$ cat src/rtl/xb_pkg.sv
// rtl/xb_pkg.sv - shared types, constants and helpers for the stream framer
package xb_pkg;

    localparam logic [15:0] XB_HDR_MAGIC = 16'hCE9C;

    typedef enum logic [2:0] {
        ST_IDLE,
        ST_HEADER,
        ST_TSTAMP,
        ST_PAYLOAD,
        ST_TRAILER
    } state_t;

    function automatic logic [15:0] fold16(input logic [31:0] word);
        return word[31:16] ^ word[15:0];
    endfunction

endpackage

$ cat src/rtl/xb_fold_checksum.sv
// rtl/xb_fold_checksum.sv - 16-bit XOR-fold accumulator with clear and enable
module xb_fold_checksum
    import xb_pkg::*;
(
    input  logic        clk,
    input  logic        srst,
    input  logic        clear,
    input  logic        en,
    input  logic [31:0] din,
    output logic [15:0] sum
);

    // clear wins over en so a new frame always starts from zero
    always_ff @(posedge clk) begin
        if (srst || clear) begin
            sum <= 16'h0000;
        end else if (en) begin
            sum <= sum ^ fold16(din);
        end
    end

endmodule

$ cat src/rtl/xb_stream_framer.sv
// rtl/xb_stream_framer.sv - frames a 32-bit sample stream into header/payload/trailer FIFO writes
// Optional timestamp word after the header: XB_FRAMER_TIMESTAMP_EN
module xb_stream_framer
    import xb_pkg::*;
#(
    parameter int          LEN_W     = 16,
    parameter logic [15:0] HDR_MAGIC = XB_HDR_MAGIC
) (
    input  logic             bus_clk,
    input  logic             srst,
    input  logic             enable,
    input  logic [LEN_W-1:0] frame_len,
    input  logic [31:0]      s_data,
    input  logic             s_valid,
    output logic             s_ready,
    output logic [31:0]      fifo_din,
    output logic             fifo_wr_en,
    input  logic             fifo_full,
    output logic [31:0]      frames_sent,
    output logic             busy
);

    localparam logic [LEN_W-1:0] LEN_ONE = LEN_W'(1);

    state_t           state;
    state_t           state_next;
    logic [LEN_W-1:0] len;
    logic [LEN_W-1:0] cnt;
    logic [LEN_W-1:0] seq;
    logic [15:0]      csum;
    logic             start;
    logic             pay_wr;

`ifdef XB_FRAMER_TIMESTAMP_EN
    logic [31:0] cyc;
    logic [31:0] ts;

    always_ff @(posedge bus_clk) begin
        if (srst) begin
            cyc <= 32'h0;
            ts  <= 32'h0;
        end else begin
            cyc <= cyc + 32'h1;
            if (start) begin
                ts <= cyc;
            end
        end
    end
`endif

    assign start  = (state == ST_IDLE) && enable && s_valid;
    assign pay_wr = (state == ST_PAYLOAD) && s_valid && !fifo_full && !srst;

    always_comb begin
        state_next = state;
        s_ready    = 1'b0;
        fifo_wr_en = 1'b0;
        fifo_din   = 32'h0;
        case (state)
            ST_IDLE: begin
                if (start) begin
                    state_next = ST_HEADER;
                end
            end
            ST_HEADER: begin
                fifo_din   = {HDR_MAGIC, 16'(seq)};
                fifo_wr_en = !fifo_full;
                if (!fifo_full) begin
`ifdef XB_FRAMER_TIMESTAMP_EN
                    state_next = ST_TSTAMP;
`else
                    state_next = ST_PAYLOAD;
`endif
                end
            end
`ifdef XB_FRAMER_TIMESTAMP_EN
            ST_TSTAMP: begin
                fifo_din   = ts;
                fifo_wr_en = !fifo_full;
                if (!fifo_full) begin
                    state_next = ST_PAYLOAD;
                end
            end
`endif
            ST_PAYLOAD: begin
                s_ready    = !fifo_full;
                fifo_din   = s_data;
                fifo_wr_en = s_valid && !fifo_full;
                if (s_valid && !fifo_full && (cnt == len - LEN_ONE)) begin
                    state_next = ST_TRAILER;
                end
            end
            ST_TRAILER: begin
                fifo_din   = {16'(len), csum};
                fifo_wr_en = !fifo_full;
                if (!fifo_full) begin
                    state_next = ST_IDLE;
                end
            end
            default: begin
                state_next = ST_IDLE;
            end
        endcase
        // reset forces every output quiet even before the state register clears
        if (srst) begin
            s_ready    = 1'b0;
            fifo_wr_en = 1'b0;
            fifo_din   = 32'h0;
        end
    end

    assign busy = (state != ST_IDLE) && !srst;

    always_ff @(posedge bus_clk) begin
        if (srst) begin
            state       <= ST_IDLE;
            len         <= '0;
            cnt         <= '0;
            seq         <= '0;
            frames_sent <= 32'h0;
        end else begin
            state <= state_next;
            if (start) begin
                len <= (frame_len == '0) ? LEN_ONE : frame_len;
                cnt <= '0;
            end else if (pay_wr) begin
                cnt <= cnt + LEN_ONE;
            end
            if ((state == ST_TRAILER) && !fifo_full) begin
                seq         <= seq + LEN_ONE;
                frames_sent <= frames_sent + 32'h1;
            end
        end
    end

    xb_fold_checksum u_csum (
        .clk  (bus_clk),
        .srst (srst),
        .clear(start),
        .en   (pay_wr),
        .din  (s_data),
        .sum  (csum)
    );

endmodule
$ cat config.mk
export PLATFORM = sky130hd
export DESIGN_NAME = xb_stream_framer
export DESIGN_NICKNAME = d
export VERILOG_FILES = /design/src/rtl/xb_pkg.sv /design/src/rtl/xb_fold_checksum.sv /design/src/rtl/xb_stream_framer.sv
export SDC_FILE = /design/constraint.sdc
export NUM_CORES = 1
export LEC_CHECK = 0
export ABC_AREA = 1
export CAP_MARGIN = 10
export CELL_PAD_IN_SITES_DETAIL_PLACEMENT = 0
export CELL_PAD_IN_SITES_GLOBAL_PLACEMENT = 2
export CORE_AREA = 2 2 149 151
export CTS_CLUSTER_SIZE = 40
export DETAILED_ROUTE_END_ITERATION = 6
export DIE_AREA = 0 0 151 153
export PLACE_DENSITY_LB_ADDON = 0.1
export SETUP_SLACK_MARGIN = 0.5
export SKIP_LAST_GASP = 1
export SYNTH_ARGS = -nofsm -noshare
export SYNTH_HDL_FRONTEND = slang
export SYNTH_SLANG_ARGS = --single-unit
$ cat constraint.sdc
create_clock -name bus_clk -period 1.9 [get_ports bus_clk]
set_input_delay 0.38 -clock bus_clk [delete_from_list [all_inputs] [get_ports bus_clk]]
set_output_delay 0.38 -clock bus_clk [all_outputs]
set_load 0.01 [all_outputs]
==> impl_results.md <==
- Sequential fraction of the synthesis area: 33.6%
- Worst-Skew Late Latency: 350 ps
- Failing checks: setup timing
- Outcome: complete, but fails checks
- # hold bufs at CTS: 0
- Mapped Nets: 972
- Design Power: 7.11 mW
- Mapped cell area: 5890 um^2
- Antenna violations before repair: 0
- Crit path DAT: 1790 ps
- DR WL/cell: 15.5 um
- Final Cycle Share: 114%
- Finished Cell Area: 10800 um^2
- Via count of the first global-routing pass: 6769
- Setup violations, final: 54
- Clock Path Buffers: 2
- TritonCTS clock tree: yes
- Io pins: 120
- Core region area: 21500 um^2
- Final GP Congestion: 0.760
- Fill cells: 2159
- Number of slew-limit violations in the final report: 0
- Hold Vio Cnt, Final: 0
- Hold path depth: 2
- CP Max Fanout: 6
- Vias: 6932
- Total CTS buffers: 9
- Power per standard cell area: 658 nW/um^2
- Syn avg cell area: 6.44 um^2
- Final Util: 50.3%
- Cells after DPL: 1412
- Worst setup SP type: flip-flop
- CTS sink cnt: 99
- First-pass GRT wire length: 35300 um
- Post-detailed-route count of antenna-violating nets: 0
- Largest net degree at the start of global routing: 35
- CP Capture Type: output pin
- Post-DP Area: 8520 um^2
- Slew headroom: 73.5%
- Initial core utilization: 27.4%
- DIE AREA: 23100 um^2
- Initial drt markers: 239
- CP Class: reg -> out
- Unrepaired setup endpoints after global routing: yes
- I/O Buffers: 119
- Max-cap violation count: 0
- Post-route setup slack: -270 ps
- Highest attainable clock frequency: 0.461 GHz
- Worst ir drop on vdd: 0.437 mV
- Req. time, crit path: 1520 ps
- Period minus WS final: 2170 ps
- Clk pin slew, worst setup/hold paths: 70 ps
- Die width: 151 um
- Netlist cell types: 40
- DRC: 0
- Vias/cell: 4.59
- Global route total overflow: 0
- Commonest non-fill, non-tap cell in the layout: nand2_1
- Chip Height: 153 um
- Flops & latches, synth: 99
- Hold slack: 467 ps
- Finished Layout Cells: 1510
- Pre-antenna DRT Iters: 6
- H-tree levels: 3
- Number of diodes: 0
- Area grow syn2layout: 83.6%
- GR Util All Layers: 19.5%
- DP Wirelength: 16400 um
- NumNets Final: 1284
- YS warnings: 0
- Final WL: 23400 um
- Skew final: 9.69 ps
- Leak: 4.71 nW
- Share of layout cells above drive strength 1: 44.6%
- Worst R2R Path Depth: 16
- Root Driver: clkbuf_16
- Commonest non-fill, non-tap cells in the layout: nand2_1, buf_4, inv_1
- Hold Path Class: reg -> reg
- Synth Instances: 915
- Slew @ Worst Pin: 397 ps
- Rows: 54
final cells by class:
| type | count | area [um^2] | area share [%] |
|---|---|---|---|
| clock buffers | 12 | 246 | 2.28 |
| clock inverters | 2 | 38.8 | 0.359 |
| inverters | 123 | 510 | 4.72 |
| multi-input cells | 665 | 4490 | 41.6 |
| flip-flops and latches | 99 | 2040 | 18.8 |
| well taps | 280 | 350 | 3.24 |
| repair buffers | 328 | 3130 | 28.9 |
| repair inverters | 1 | 7.51 | 0.0694 |
Yosys cell counts (all sizes together):
master / instances / area, um^2
nand2: 212 / 811
nor4: 7 / 43.8
o221ai: 11 / 96.3
o21bai: 1 / 7.51
clkinv: 3 / 13.8
or2: 3 / 18.8
buf: 6 / 23.8
o211ai: 5 / 37.5
a21oi: 72 / 360
dfxtp: 99 / 1980
nand3b: 3 / 26.3
o21a: 4 / 30.0
nor3: 51 / 265
xnor2: 24 / 210
or4: 1 / 7.51
a221oi: 2 / 17.5
inv: 120 / 450
nand3: 53 / 288
o21ai: 36 / 180
ha: 4 / 50.1
nand4: 16 / 100
clkbuf: 22 / 82.6
a211oi: 3 / 22.5
nor2: 132 / 556
xor2: 20 / 175
nor3b: 3 / 22.5
and3: 2 / 12.5
kinds of logic after synthesis:
kind of cell	share of synthesized area (%)
xor+xnor	6.54
flops	33.6
compound gates	12.8
fa+ha+maj	0.850
buf+inv	9.69
simple gates	36.5
sequential cells by signal (all words and copies together) (netlist names):
name         flops
cnt             16
frames_sent     32
len             16
seq             16
state            3
u_csum.sum      16
path summary, 6_finish.rpt:
check | from | end | slack (ps)
worst max-delay path | state[0] | fifo_din[11] | -270
worst min-delay path | frames_sent[31] | frames_sent[31] | 470
worst max register to register | state[0] | cnt[10] | -190
worst min register to register | frames_sent[31] | frames_sent[31] | 470
per-layer routing:
metal,global-route usage [%],up-vias,wire [um]
met3,2.66,15,972
met5,0,-,0
li1,-,3588,-
met2,32.5,131,11000
met1,26.5,3198,11200
met4,4.90,0,282
report_power, final:
group	total [mW]	internal, mW	switching (mW)
combinational	3.00	1.47	1.53
sequential	2.22	2.13	0.0898
clock	1.89	1.05	0.842
total	7.11	4.65	2.46
through the flow:
stage | setup TNS (ps) | setup slack (ps)
finish | -8640 | -270
global route | -14750 | -361
CTS | -7160 | -222
detailed placement | -16980 | -419
global placement | -15750 | -399
floorplan | 0 | 198
repair_timing:
item | 4_1_cts | 5_1_grt
gates resized for setup | 411 | 195
setup buffers | 40 | 36
pin swaps | 57 | 71
hold endpoints to repair | 0 | 0
cloned | 6 | 2
endpoints found under the setup margin | 166 | 154
critical path: stages (launching register included):
cell and delay [ps]:
dfxtp_4 390, nand2_4 60, nor2_4 170, buf_12 130
buf_12 120, buf_6 110, buf_12 120, nand2_4 40
o221ai_2 50, nand2_1 70, inv_1 60, buf_2 120
(Power assumes the default switching activity.)
